$ cat config.mk
export PLATFORM = sky130hd
export DESIGN_NAME = mem_bus_arbiter
export DESIGN_NICKNAME = d
export VERILOG_FILES = /design/src/rtl/mem_bus_arbiter_pkg.sv /design/src/rtl/arb_watchdog.sv /design/src/rtl/mem_bus_arbiter.sv
export SDC_FILE = /design/constraint.sdc
export NUM_CORES = 1
export LEC_CHECK = 0
export ABC_CLOCK_PERIOD_IN_PS = 2500
export CAP_MARGIN = 25
export CORE_MARGIN = 10
export CORE_UTILIZATION = 45
export DETAILED_ROUTE_END_ITERATION = 12
export DONT_BUFFER_PORTS = 1
export GPL_ROUTABILITY_DRIVEN = 0
export SETUP_SLACK_MARGIN = 0.3
export SLEW_MARGIN = 20
export SYNTH_ARGS = -nofsm -noshare
export SYNTH_HDL_FRONTEND = slang
export SYNTH_HIERARCHICAL = 1
export SYNTH_SLANG_ARGS = --single-unit
$ cat constraint.sdc
create_clock -name clock -period 2.5 [get_ports clock]
set_input_delay 0.25 -clock clock [delete_from_list [all_inputs] [get_ports clock]]
set_output_delay 0.25 -clock clock [all_outputs]
set_load 0.1 [all_outputs]
$ cat src/rtl/mem_bus_arbiter_pkg.sv
// -----------------------------------------------------------------------------
// mem_bus_arbiter_pkg
//   Shared constants for the BlockRam bus arbiter: default memory widths,
//   watchdog defaults, FSM state encoding, grant encodings and the
//   round-robin pick helper.
// -----------------------------------------------------------------------------
package mem_bus_arbiter_pkg;

    localparam int DEFAULT_MADDR_WIDTH       = 10;
    localparam int DEFAULT_MDATA_WIDTH       = 16;
    localparam int DEFAULT_ARB_TIMEOUT       = 256;
    localparam int DEFAULT_ARB_TIMEOUT_WIDTH = 9;

    typedef enum logic [1:0] {
        ARB_IDLE   = 2'd0,
        ARB_GRANT0 = 2'd1,
        ARB_GRANT1 = 2'd2
    } arb_state_t;

    localparam logic [1:0] GRANT_NONE = 2'b00;
    localparam logic [1:0] GRANT_R0   = 2'b01;
    localparam logic [1:0] GRANT_R1   = 2'b10;

    // Returns the index of the requester to grant (0 or 1). With both
    // requesting, the one that did not own the bus last time wins.
    function automatic logic pick_owner(input logic req0,
                                        input logic req1,
                                        input logic last_owner);
        if (req0 && req1)
            return ~last_owner;
        return req1;
    endfunction

endpackage

$ cat src/rtl/arb_watchdog.sv
// -----------------------------------------------------------------------------
// arb_watchdog
//   Counts enabled cycles since the last clear. expire is asserted during the
//   LIMIT-th consecutive enabled, uncleared cycle, so an owner that sees no
//   ready is released after exactly LIMIT granted cycles.
//
// Ports
//   clock   in   system clock, rising edge
//   reset   in   asynchronous, active-low reset
//   clear   in   synchronous clear of the count (wins over enable)
//   enable  in   count this cycle
//   expire  out  terminal count reached this cycle
// -----------------------------------------------------------------------------
module arb_watchdog #(
    parameter int LIMIT = 256,
    parameter int WIDTH = 9
) (
    input  logic clock,
    input  logic reset,
    input  logic clear,
    input  logic enable,
    output logic expire
);

    logic [WIDTH-1:0] count;
    logic             at_limit;

    assign at_limit = (count == WIDTH'(LIMIT - 1));
    assign expire   = enable && !clear && at_limit;

    always_ff @(posedge clock or negedge reset) begin
        if (!reset) begin
            count <= '0;
        end else if (clear) begin
            count <= '0;
        end else if (enable && !at_limit) begin
            count <= count + WIDTH'(1);
        end
    end

endmodule

$ cat src/rtl/mem_bus_arbiter.sv
// -----------------------------------------------------------------------------
// mem_bus_arbiter
//   Shares the single BlockRam port between the graph loader (requester 0)
//   and DijkstraTop (requester 1) with a registered one-hot grant and
//   combinational muxes. Each requester keeps the native BlockRam handshake:
//   raise an enable, hold it until ready, then drop it.
//
//   state      | meaning
//   -----------+-------------------------------------------------------------
//   ARB_IDLE   | no owner; memory enables low; arbitrate at the next edge
//   ARB_GRANT0 | requester 0 owns the memory port
//   ARB_GRANT1 | requester 1 owns the memory port
//
// Ports
//   clock, reset                 clock (rising edge), async active-low reset
//   rN_read_enable/write_enable  request enables from requester N
//   rN_addr, rN_write_data       request address / write data
//   rN_read_ready/write_ready    memory readies, forwarded to the owner only
//   rN_read_data                 memory read data, zero when not owner
//   mem_*                        BlockRam port
//   grant                        one-hot owner (01 = r0, 10 = r1, 00 = none)
//   timeout_error                sticky, set on a watchdog forced release
// -----------------------------------------------------------------------------
module mem_bus_arbiter
    import mem_bus_arbiter_pkg::*;
#(
    parameter int MADDR_WIDTH    = DEFAULT_MADDR_WIDTH,
    parameter int MDATA_WIDTH    = DEFAULT_MDATA_WIDTH,
    parameter int TIMEOUT_CYCLES = DEFAULT_ARB_TIMEOUT,
    parameter int TIMEOUT_WIDTH  = DEFAULT_ARB_TIMEOUT_WIDTH
) (
    input  logic                   clock,
    input  logic                   reset,

    input  logic                   r0_read_enable,
    input  logic                   r0_write_enable,
    input  logic [MADDR_WIDTH-1:0] r0_addr,
    input  logic [MDATA_WIDTH-1:0] r0_write_data,
    output logic                   r0_read_ready,
    output logic                   r0_write_ready,
    output logic [MDATA_WIDTH-1:0] r0_read_data,

    input  logic                   r1_read_enable,
    input  logic                   r1_write_enable,
    input  logic [MADDR_WIDTH-1:0] r1_addr,
    input  logic [MDATA_WIDTH-1:0] r1_write_data,
    output logic                   r1_read_ready,
    output logic                   r1_write_ready,
    output logic [MDATA_WIDTH-1:0] r1_read_data,

    output logic                   mem_read_enable,
    output logic                   mem_write_enable,
    output logic [MADDR_WIDTH-1:0] mem_addr,
    output logic [MDATA_WIDTH-1:0] mem_write_data,
    input  logic                   mem_read_ready,
    input  logic                   mem_write_ready,
    input  logic [MDATA_WIDTH-1:0] mem_read_data,

    output logic [1:0]             grant,
    output logic                   timeout_error
);

    arb_state_t state;
    logic       last_owner;
    logic       req0;
    logic       req1;
    logic       owner_req;
    logic       next_owner;
    logic       wd_clear;
    logic       wd_enable;
    logic       wd_expire;

    assign req0       = r0_read_enable | r0_write_enable;
    assign req1       = r1_read_enable | r1_write_enable;
    assign next_owner = pick_owner(req0, req1, last_owner);

    always_comb begin
        owner_req = 1'b0;
        case (state)
            ARB_GRANT0: owner_req = req0;
            ARB_GRANT1: owner_req = req1;
            default:    owner_req = 1'b0;
        endcase
    end

    // The count restarts in IDLE, which also covers the entry into GRANTx,
    // and on any ready from the memory.
    assign wd_enable = (state != ARB_IDLE);
    assign wd_clear  = (state == ARB_IDLE) || mem_read_ready || mem_write_ready;

    arb_watchdog #(
        .LIMIT (TIMEOUT_CYCLES),
        .WIDTH (TIMEOUT_WIDTH)
    ) u_watchdog (
        .clock  (clock),
        .reset  (reset),
        .clear  (wd_clear),
        .enable (wd_enable),
        .expire (wd_expire)
    );

    // -------------------------------------------------------------------------
    // FSM: state, grant, round-robin pointer and sticky error.
    // A release always passes through IDLE so the memory sees its enables low
    // for at least one cycle before the next owner is connected.
    // -------------------------------------------------------------------------
    always_ff @(posedge clock or negedge reset) begin
        if (!reset) begin
            state         <= ARB_IDLE;
            grant         <= GRANT_NONE;
            last_owner    <= 1'b1;
            timeout_error <= 1'b0;
        end else begin
            case (state)
                ARB_IDLE: begin
                    if (req0 || req1) begin
                        last_owner <= next_owner;
                        if (next_owner) begin
                            state <= ARB_GRANT1;
                            grant <= GRANT_R1;
                        end else begin
                            state <= ARB_GRANT0;
                            grant <= GRANT_R0;
                        end
                    end
                end
                ARB_GRANT0, ARB_GRANT1: begin
                    if (!owner_req) begin
                        state <= ARB_IDLE;
                        grant <= GRANT_NONE;
                    end else if (wd_expire) begin
                        state         <= ARB_IDLE;
                        grant         <= GRANT_NONE;
                        timeout_error <= 1'b1;
                        // Offender keeps the pointer so the other side wins next.
                        last_owner    <= (state == ARB_GRANT1);
                    end
                end
                default: begin
                    state <= ARB_IDLE;
                    grant <= GRANT_NONE;
                end
            endcase
        end
    end

    // -------------------------------------------------------------------------
    // Bus muxes, purely combinational on the grant register. A write wins over
    // a simultaneous read from the same owner.
    // -------------------------------------------------------------------------
    always_comb begin
        mem_read_enable  = 1'b0;
        mem_write_enable = 1'b0;
        mem_addr         = '0;
        mem_write_data   = '0;
        r0_read_ready    = 1'b0;
        r0_write_ready   = 1'b0;
        r0_read_data     = '0;
        r1_read_ready    = 1'b0;
        r1_write_ready   = 1'b0;
        r1_read_data     = '0;
        case (grant)
            GRANT_R0: begin
                mem_write_enable = r0_write_enable;
                mem_read_enable  = r0_read_enable & ~r0_write_enable;
                mem_addr         = r0_addr;
                mem_write_data   = r0_write_data;
                r0_read_ready    = mem_read_ready;
                r0_write_ready   = mem_write_ready;
                r0_read_data     = mem_read_data;
            end
            GRANT_R1: begin
                mem_write_enable = r1_write_enable;
                mem_read_enable  = r1_read_enable & ~r1_write_enable;
                mem_addr         = r1_addr;
                mem_write_data   = r1_write_data;
                r1_read_ready    = mem_read_ready;
                r1_write_ready   = mem_write_ready;
                r1_read_data     = mem_read_data;
            end
            default: begin
                mem_read_enable  = 1'b0;
                mem_write_enable = 1'b0;
            end
        endcase
    end

endmodule

# Word level (Yosys, flattened, before mapping)
# Cells that the tools add are included.
dict set report word_totals {
  ff_bits 13
  out_inout_bits 67
  in_bits 76
  wordCells 61
}
dict set report classes {
  eq_ne 7
  reduce_logical 17
  mux 25
  bitwise_logic 7
  add_sub_neg 1
}
# cell count
set op_table {}
lappend op_table {{$mux 16} 2}
lappend op_table {{$pmux 16 s2} 1}
lappend op_table {{$pmux 10 s2} 1}
lappend op_table {{$mux 9} 2}
lappend op_table {{$mux 1} 10}
lappend op_table {{$add 9x1->9 const B} 1}
lappend op_table {{$eq 9x8->1 const B} 1}
lappend op_table {{$mux 2} 4}
lappend op_table {{$pmux 1 s2} 4}
lappend op_table {{$reduce_bool 2->1} 3}
lappend op_table {{$logic_and 1x1->1} 4}
lappend op_table {{$ne 2x1->1 const B} 2}
lappend op_table {{$pmux 2 s2} 1}
lappend op_table {{$reduce_and 4->1} 1}
lappend op_table {{$logic_or 1x1->1} 3}
lappend op_table {{$ne 3x2->1 const B} 1}
lappend op_table {{$not 1->1} 3}
lappend op_table {{$reduce_and 3->1} 1}
lappend op_table {{$and 1x1->1} 2}
lappend op_table {{$eq 2x1->1 const B} 1}
lappend op_table {{$eq 2x2->1 const B} 1}
lappend op_table {{$logic_not 1->1} 2}
lappend op_table {{$logic_not 2->1} 1}
lappend op_table {{$ne 2x2->1 const B} 1}
lappend op_table {{3 further kinds} 4}

# Depth between registers and ports, before layout
# Gate-level depths: netlist of run 1.
dict set report depth {
  ltp_word 9
  mapped_depth 10
  mapped_depth_nobuf 10
}

# Hierarchy
# Netlist of run 1, hierarchy kept.
# mod n_inst area_per_inst_um2 cells_per_inst
set modules_own_cells {}
lappend modules_own_cells {mem_bus_arbiter 1 899.6 114}
lappend modules_own_cells {arb_watchdog 1 473.0 49}

# Worst setup path after synthesis of run 1
# OpenSTA, ideal clock, no wires.
dict set report synth_timing {
  kind {flip-flop to output port}
  startpoint {register, netlist name state[0]}
  endpoint {output mem_read_enable}
  required_time_ps 2250
  stages_incl_launch_ff 5
  setup_slack_ps -879
  arrival_time_ps 3129
  path_cell_list {dfrtp_1 > inv_1 > ha_1 > inv_1 > a21oi_1}
}
# item line
set synth_lines {}
lappend synth_lines {{to (decl)} mem_bus_arbiter.sv:51} ;# output logic mem_read_enable,

==> results.py, run 1 <==
metrics = {
    "global_routing": {
        "grt_util_met1_pct": 17.62,
        "grtUsageMet3_pct": 7.622,
        "grt_pass1_wl_mm": 7.583,
        "globalRouteTotalUtil_pct": 17.17,
        "grt_max_degree": 28,
        "antenna_found_initial": 0,
        "grt_use_met2_pct": 30.76,
        "grt.busiest_layer": "met2",
        "grt_pass1_vias": 1357,
        "grt-ovfl-total": 0,
    },
    "sta": {
        "setup_tns_ps": 0,
        "rsz0062_at_grt": "false",
        "skew_ps": 7.439,
        "fmax_ghz": 0.4617,
        "hold_violations": 0,
        "finalCriticalPeriod_ps": 2166,
        "setup_slack_ps": 334.0,
        "worstMarginPinSlew_ps": 901.1,
        "finalSetupViolCount": 0,
        "fin_crit_sh_pct": 86.64,
        "slew_viol_final": 0,
        "relSlewSlack_pct": 39.92,
    },
    "clock_tree": {
        "clock-sinks": 13,
        "post-cts-setup-buffers": 0,
        "cts_tree": "yes",
        "cts-root-buf": "clkbuf_4",
        "cts_made_buffers": 3,
        "clk_latency_ps": 290,
        "htree_num_levels": 1,
        "cts.reportedPaths.clkPinSlew_ps": 90,
        "clk_path_buf_depth": 2,
    },
    "place": {
        "numPortBuffers": 0,
        "dpl_worst_slack_ps": 349.0,
        "place.detailed.hpwl_mm": 4.820,
    },
    "route": {
        "post-route-drc-count": 0,
        "ant_nets": 0,
        "num_vias": 1401,
        "wl_per_cell_um": 25.26,
        "viasPerCell": 6.145,
        "drtIter0Drc": 46,
        "firstDrtPassIters": 4,
        "routed_wl_mm": 5.759,
    },
    "floorplan": {
        "fp.dieH_um": 75.23,
        "num_io_pins": 143,
        "initial_core_util_pct": 48.52,
        "die-area_um2": 5660,
        "coreArea_um2": 2829,
        "rows": 19,
        "die_w_um": 75.23,
    },
    "layout": {
        "antennaDiodeCount": 0,
        "nNetsFinal": 281,
        "area_delta_synth_final_pct": 49.13,
        "nFillCells": 209,
        "layout-drive-gt1-share_pct": 49.75,
    },
    "synth": {
        "synth_area_per_cell_um2": 8.421,
        "syn_inst": 163,
        "yosys_warnings": 6,
        "synth-main-ff-cell": "dfrtp_1",
        "synth_seq_area_share_pct": 23.79,
        "synth_edf_count": 0,
        "synth.distinct_cells": 37,
        "synth_nets": 246,
        "ys_ff_latch": 13,
        "synthArstFlopShare_pct": 100.0,
        "syn_area_um2": 1373,
    },
    "setup_path": {
        "endpoint_kind": "output port",
        "critPathArrivalTime_ps": 1920,
        "cp.required_ps": 2250,
        "crit_fanout": 13,
        "path_class": "flip-flop to output port",
        "start_kind": "flip-flop",
        "rr_worst_depth": 8,
    },
    "run": {
        "cap_violations": 0,
    },
    "hold_path": {
        "hold_depth": 3,
        "min_path_type": "input port to flip-flop",
    },
    "status": {
        "outcome": "completed",
    },
}
==> worst paths after layout <==
check,slack (ps),to,startpoint
setup reg to reg,450,last_owner,state[0]
hold reg to reg,560,u_watchdog/count[7],u_watchdog/count[7]
setup / recovery,330,mem_addr[4],state[0]
hold / removal,260,state[0],r1_write_enable
min in group asynchronous,390,u_watchdog/count[2],reset
max in group asynchronous,1690,state[0],reset
==> metrics by stage <==
stage | instance area (µm²) | cells | util (%) | hold WS, ps
after global routing | 2047 | 228 | 72.36 | 305.6
final | 2047 | 228 | 72.36 | 263.9
after CTS | 2008 | 227 | 70.99 | 252.9
after detailed placement | 1936 | 222 | 68.42 | -45.20
after floorplan | 1597 | 163 | - | -45.59
after global placement | 1936 | 222 | 68.42 | -45.20
==> cells by family (layout without fill, tap and decap cells) <==
| group | count (synthesis) | in the layout | synth area share (%) |
|---|---|---|---|
| compound gates | 51 | 51 | 28.99 |
| xor+xnor | 2 | 2 | 1.276 |
| fa+ha+maj | 7 | 7 | 6.381 |
| buf+inv | 18 | 52 | 7.657 |
| flops | 13 | 13 | 23.79 |
| mux | 2 | 2 | 1.550 |
| simple gates | 70 | 70 | 30.36 |
==> worst max-delay path: stages (launching register included) <==
cell and delay, ps:
dfrtp_4 520, inv_6 90, ha_4 220, and2_4 180
buf_12 150, a22o_2 290, buf_12 170
==> routing by layer <==
metal,part of all wire [%],vias to the layer above
met5,0,-
met4,1.7,0
met3,15,9
met2,51,98
met1,32,637
li1,-,657
==> what timing repair did <==
| item | in CTS | in global routing |
|---|---|---|
| endpoints found under the hold margin | 13 | 0 |
| hold buffers | 1 | 0 |
| endpoints found under the setup margin | 28 | 6 |
| pin swaps | 0 | 0 |
| gates cloned | 0 | 1 |
| resized for setup | 8 | 5 |
==> state kept, by name, indices dropped and copies added (netlist names) <==
| register | flops |
|---|---|
| state | 2 |
| u_watchdog/count | 9 |
| timeout_error | 1 |
| last_owner | 1 |
==> layout make-up <==
| class | count | area [µm²] | share of cell area, % |
|---|---|---|---|
| clock buffers | 4 | 26.28 | 1.284 |
| repair buffers | 41 | 440.4 | 21.52 |
| inverters | 7 | 33.78 | 1.650 |
| flip-flops and latches | 13 | 334.1 | 16.32 |
| well taps | 31 | 38.79 | 1.895 |
| multi-input cells | 132 | 1174 | 57.34 |
==> synth_stat cells (2+ instances only) <==
| cell type | number | area, µm² |
|---|---|---|
| a21oi_1 | 8 | 40.04 |
| a22o_1 | 25 | 219.0 |
| and2_1 | 38 | 237.7 |
| buf_4 | 2 | 15.01 |
| buf_6 | 4 | 45.04 |
| clkbuf_1 | 5 | 18.77 |
| dfrtp_1 | 12 | 300.3 |
| ha_1 | 7 | 87.58 |
| inv_1 | 7 | 26.28 |
| nand2_1 | 3 | 11.26 |
| nand3_1 | 3 | 15.01 |
| nand3b_1 | 3 | 22.52 |
| nand4b_1 | 2 | 17.52 |
| nor2_1 | 11 | 41.29 |
| o21ai_0 | 5 | 25.02 |
| o21ai_2 | 2 | 17.52 |
| o31ai_1 | 2 | 15.01 |
| or3_1 | 4 | 25.02 |
| or4_1 | 2 | 15.01 |
==> layout by cell type, fill, tap and decap left out, types with 3 or more instances in the layout <==
master	synthesis	layout
a21oi_1	8	7
a22o_2	1	6
a22o_4	0	20
and2_1	38	27
and2_2	0	10
buf_12	0	9
buf_4	2	30
clkbuf_4	0	3
dfrtp_1	12	10
ha_1	7	5
inv_1	7	5
nand2_1	3	3
nand3_1	3	3
nand3b_1	3	3
nor2_1	11	9
o21ai_0	5	5
or3_1	4	4
Power of run 1 is left out: the tool's default activity adds up to more than one toggle a clock period on the data nets, which glitch-free logic cannot reach.
==> run 2, diff against run 1 <==
--- a/config.mk
+++ b/config.mk
@@ -7,14 +7,17 @@
 export LEC_CHECK = 0
 export ABC_CLOCK_PERIOD_IN_PS = 2500
 export CAP_MARGIN = 25
+export CELL_PAD_IN_SITES_DETAIL_PLACEMENT = 1
+export CELL_PAD_IN_SITES_GLOBAL_PLACEMENT = 1
 export CORE_MARGIN = 10
-export CORE_UTILIZATION = 45
+export CORE_UTILIZATION = 40
 export DETAILED_ROUTE_END_ITERATION = 12
 export DONT_BUFFER_PORTS = 1
 export GPL_ROUTABILITY_DRIVEN = 0
+export PLACE_DENSITY_LB_ADDON = 0.1
 export SETUP_SLACK_MARGIN = 0.3
-export SLEW_MARGIN = 20
 export SYNTH_ARGS = -nofsm -noshare
 export SYNTH_HDL_FRONTEND = slang
 export SYNTH_HIERARCHICAL = 1
 export SYNTH_SLANG_ARGS = --single-unit
+export TNS_END_PERCENT = 100
==> run 2 against run 1 <==
- critical endpoint is now mem_addr[1]
- highest routed layer unchanged
- design area rose by 2.5%
- routed wire length up 26%
- register-to-register slack worse by 50 ps
- clock skew decreased by 0.65 ps
- setup slack worse by 14 ps
- critical path type unchanged
- utilization decreased by 9.5 points
- maximum frequency down 0.65%
==> results.py, run 2 (same netlist as run 1, synthesis figures left out) <==
metrics = {
    "status": {
        "outcome": "completed",
    },
    "sta": {
        "fmax_ghz": 0.4587,
        "setup_slack_ps": 320.0,
        "hold_violations": 0,
        "finalCriticalPeriod_ps": 2180,
        "finalSetupViolCount": 0,
        "worstMarginPinSlew_ps": 899.3,
        "setup_tns_ps": 0,
        "fin_crit_sh_pct": 87.20,
        "rsz0062_at_grt": "true",
        "slew_viol_final": 0,
        "skew_ps": 6.790,
        "relSlewSlack_pct": 40.05,
    },
    "floorplan": {
        "die_w_um": 78.58,
        "initial_core_util_pct": 41.13,
        "coreArea_um2": 3337,
        "num_io_pins": 143,
        "fp.dieH_um": 78.58,
        "die-area_um2": 6175,
        "rows": 21,
    },
    "layout": {
        "reg_top3": "u_watchdog/count (9), state (2)",
        "largest_reg_flops": 9,
        "area_delta_synth_final_pct": 52.87,
        "nNetsFinal": 285,
        "antennaDiodeCount": 0,
        "layout-drive-gt1-share_pct": 51.74,
        "final_common_cell": "buf_4",
        "largest_register": "u_watchdog/count",
        "final_cell_mix": "buf_4 (34), and2_1 (27), a22o_4 (20)",
        "finish.utilization_pct": 62.88,
        "nFillCells": 373,
    },
    "setup_path": {
        "endpoint_kind": "output port",
        "crit_fanout": 13,
        "cp.required_ps": 2250,
        "start_kind": "flip-flop",
        "path_class": "flip-flop to output port",
        "critPathArrivalTime_ps": 1930,
    },
    "global_routing": {
        "grt_max_degree": 28,
        "grt_pass1_vias": 1578,
        "grtUsageMet3_pct": 7.973,
        "grt-ovfl-total": 0,
        "globalRouteTotalUtil_pct": 19.16,
        "grt_util_met1_pct": 18.19,
        "antenna_found_initial": 0,
        "grt_use_met2_pct": 37.66,
        "grt_pass1_wl_mm": 9.459,
        "grt.busiest_layer": "met2",
    },
    "route": {
        "drtIter0Drc": 44,
        "post-route-drc-count": 0,
        "num_vias": 1522,
        "firstDrtPassIters": 4,
        "wl_per_cell_um": 29.31,
        "routed_wl_mm": 7.240,
        "viasPerCell": 6.162,
        "ant_nets": 0,
    },
    "run": {
        "cap_violations": 0,
    },
    "clock_tree": {
        "clk_latency_ps": 290,
        "clk_path_buf_depth": 2,
        "cts_made_buffers": 3,
        "cts_tree": "yes",
        "clock-sinks": 13,
        "cts-root-buf": "clkbuf_4",
        "cts.reportedPaths.clkPinSlew_ps": 80,
        "htree_num_levels": 1,
    },
    "place": {
        "dpl_worst_slack_ps": 340.5,
        "numPortBuffers": 0,
        "place.detailed.hpwl_mm": 5.645,
    },
    "hold_path": {
        "min_path_type": "input port to flip-flop",
    },
}
==> run 2: area by class of cell <==
class                   instances  area, µm²  share of cell area, %
clock buffers                   3      22.52                  1.073
clock inverters                 1      5.005                 0.2385
inverters                       7      31.28                  1.491
multi-input cells             132       1177                  56.11
flip-flops and latches         13      334.1                  15.92
well taps                      46      57.56                  2.743
repair buffers                 45      470.5                  22.42
==> run 2: worst max-delay path, stage by stage, from the launching register on <==
cell	delay (ps)
dfrtp_4	510
inv_4	100
ha_4	230
and2_4	180
buf_12	150
a22o_2	290
buf_12	170
==> run 2: metrics by stage <==
step	cells	instance area, µm²	hold WS, ps
after floorplan	163	1597	-45.59
after global placement	237	1954	-45.10
after detailed placement	237	1954	-45.14
after CTS	243	2036	252.1
after global routing	247	2098	265.7
final	247	2098	274.9
==> run 2: repair_timing <==
| action | in CTS | in global routing |
|---|---|---|
| setup endpoints to repair | 28 | 28 |
| hold buffers | 1 | 0 |
| hold endpoints to repair | 13 | 0 |
| cloned | 0 | 1 |
| setup buffers | 1 | 3 |
| gates resized for setup | 9 | 5 |
==> run 2: worst paths after layout <==
check | start | endpoint | slack [ps] | cells after the start
setup / recovery | state[0] | mem_addr[1] | 320 | 6
hold / removal | r1_write_enable | state[0] | 270 | 3
setup reg to reg | u_watchdog/count[0] | u_watchdog/count[5] | 400 | 7
hold reg to reg | u_watchdog/count[7] | u_watchdog/count[7] | 590 | 2
max in group asynchronous | reset | state[0] | 1650 | 1
min in group asynchronous | reset | u_watchdog/count[0] | 390 | 1
==> run 2: metal layers <==
layer,up-vias,routed length [µm],share of wire [%]
li1,662,-,-
met1,753,2378,33
met2,96,3940,54
met3,11,763,11
met4,0,158,2.2
met5,-,0,0
Power of run 2 is left out for the same reason.
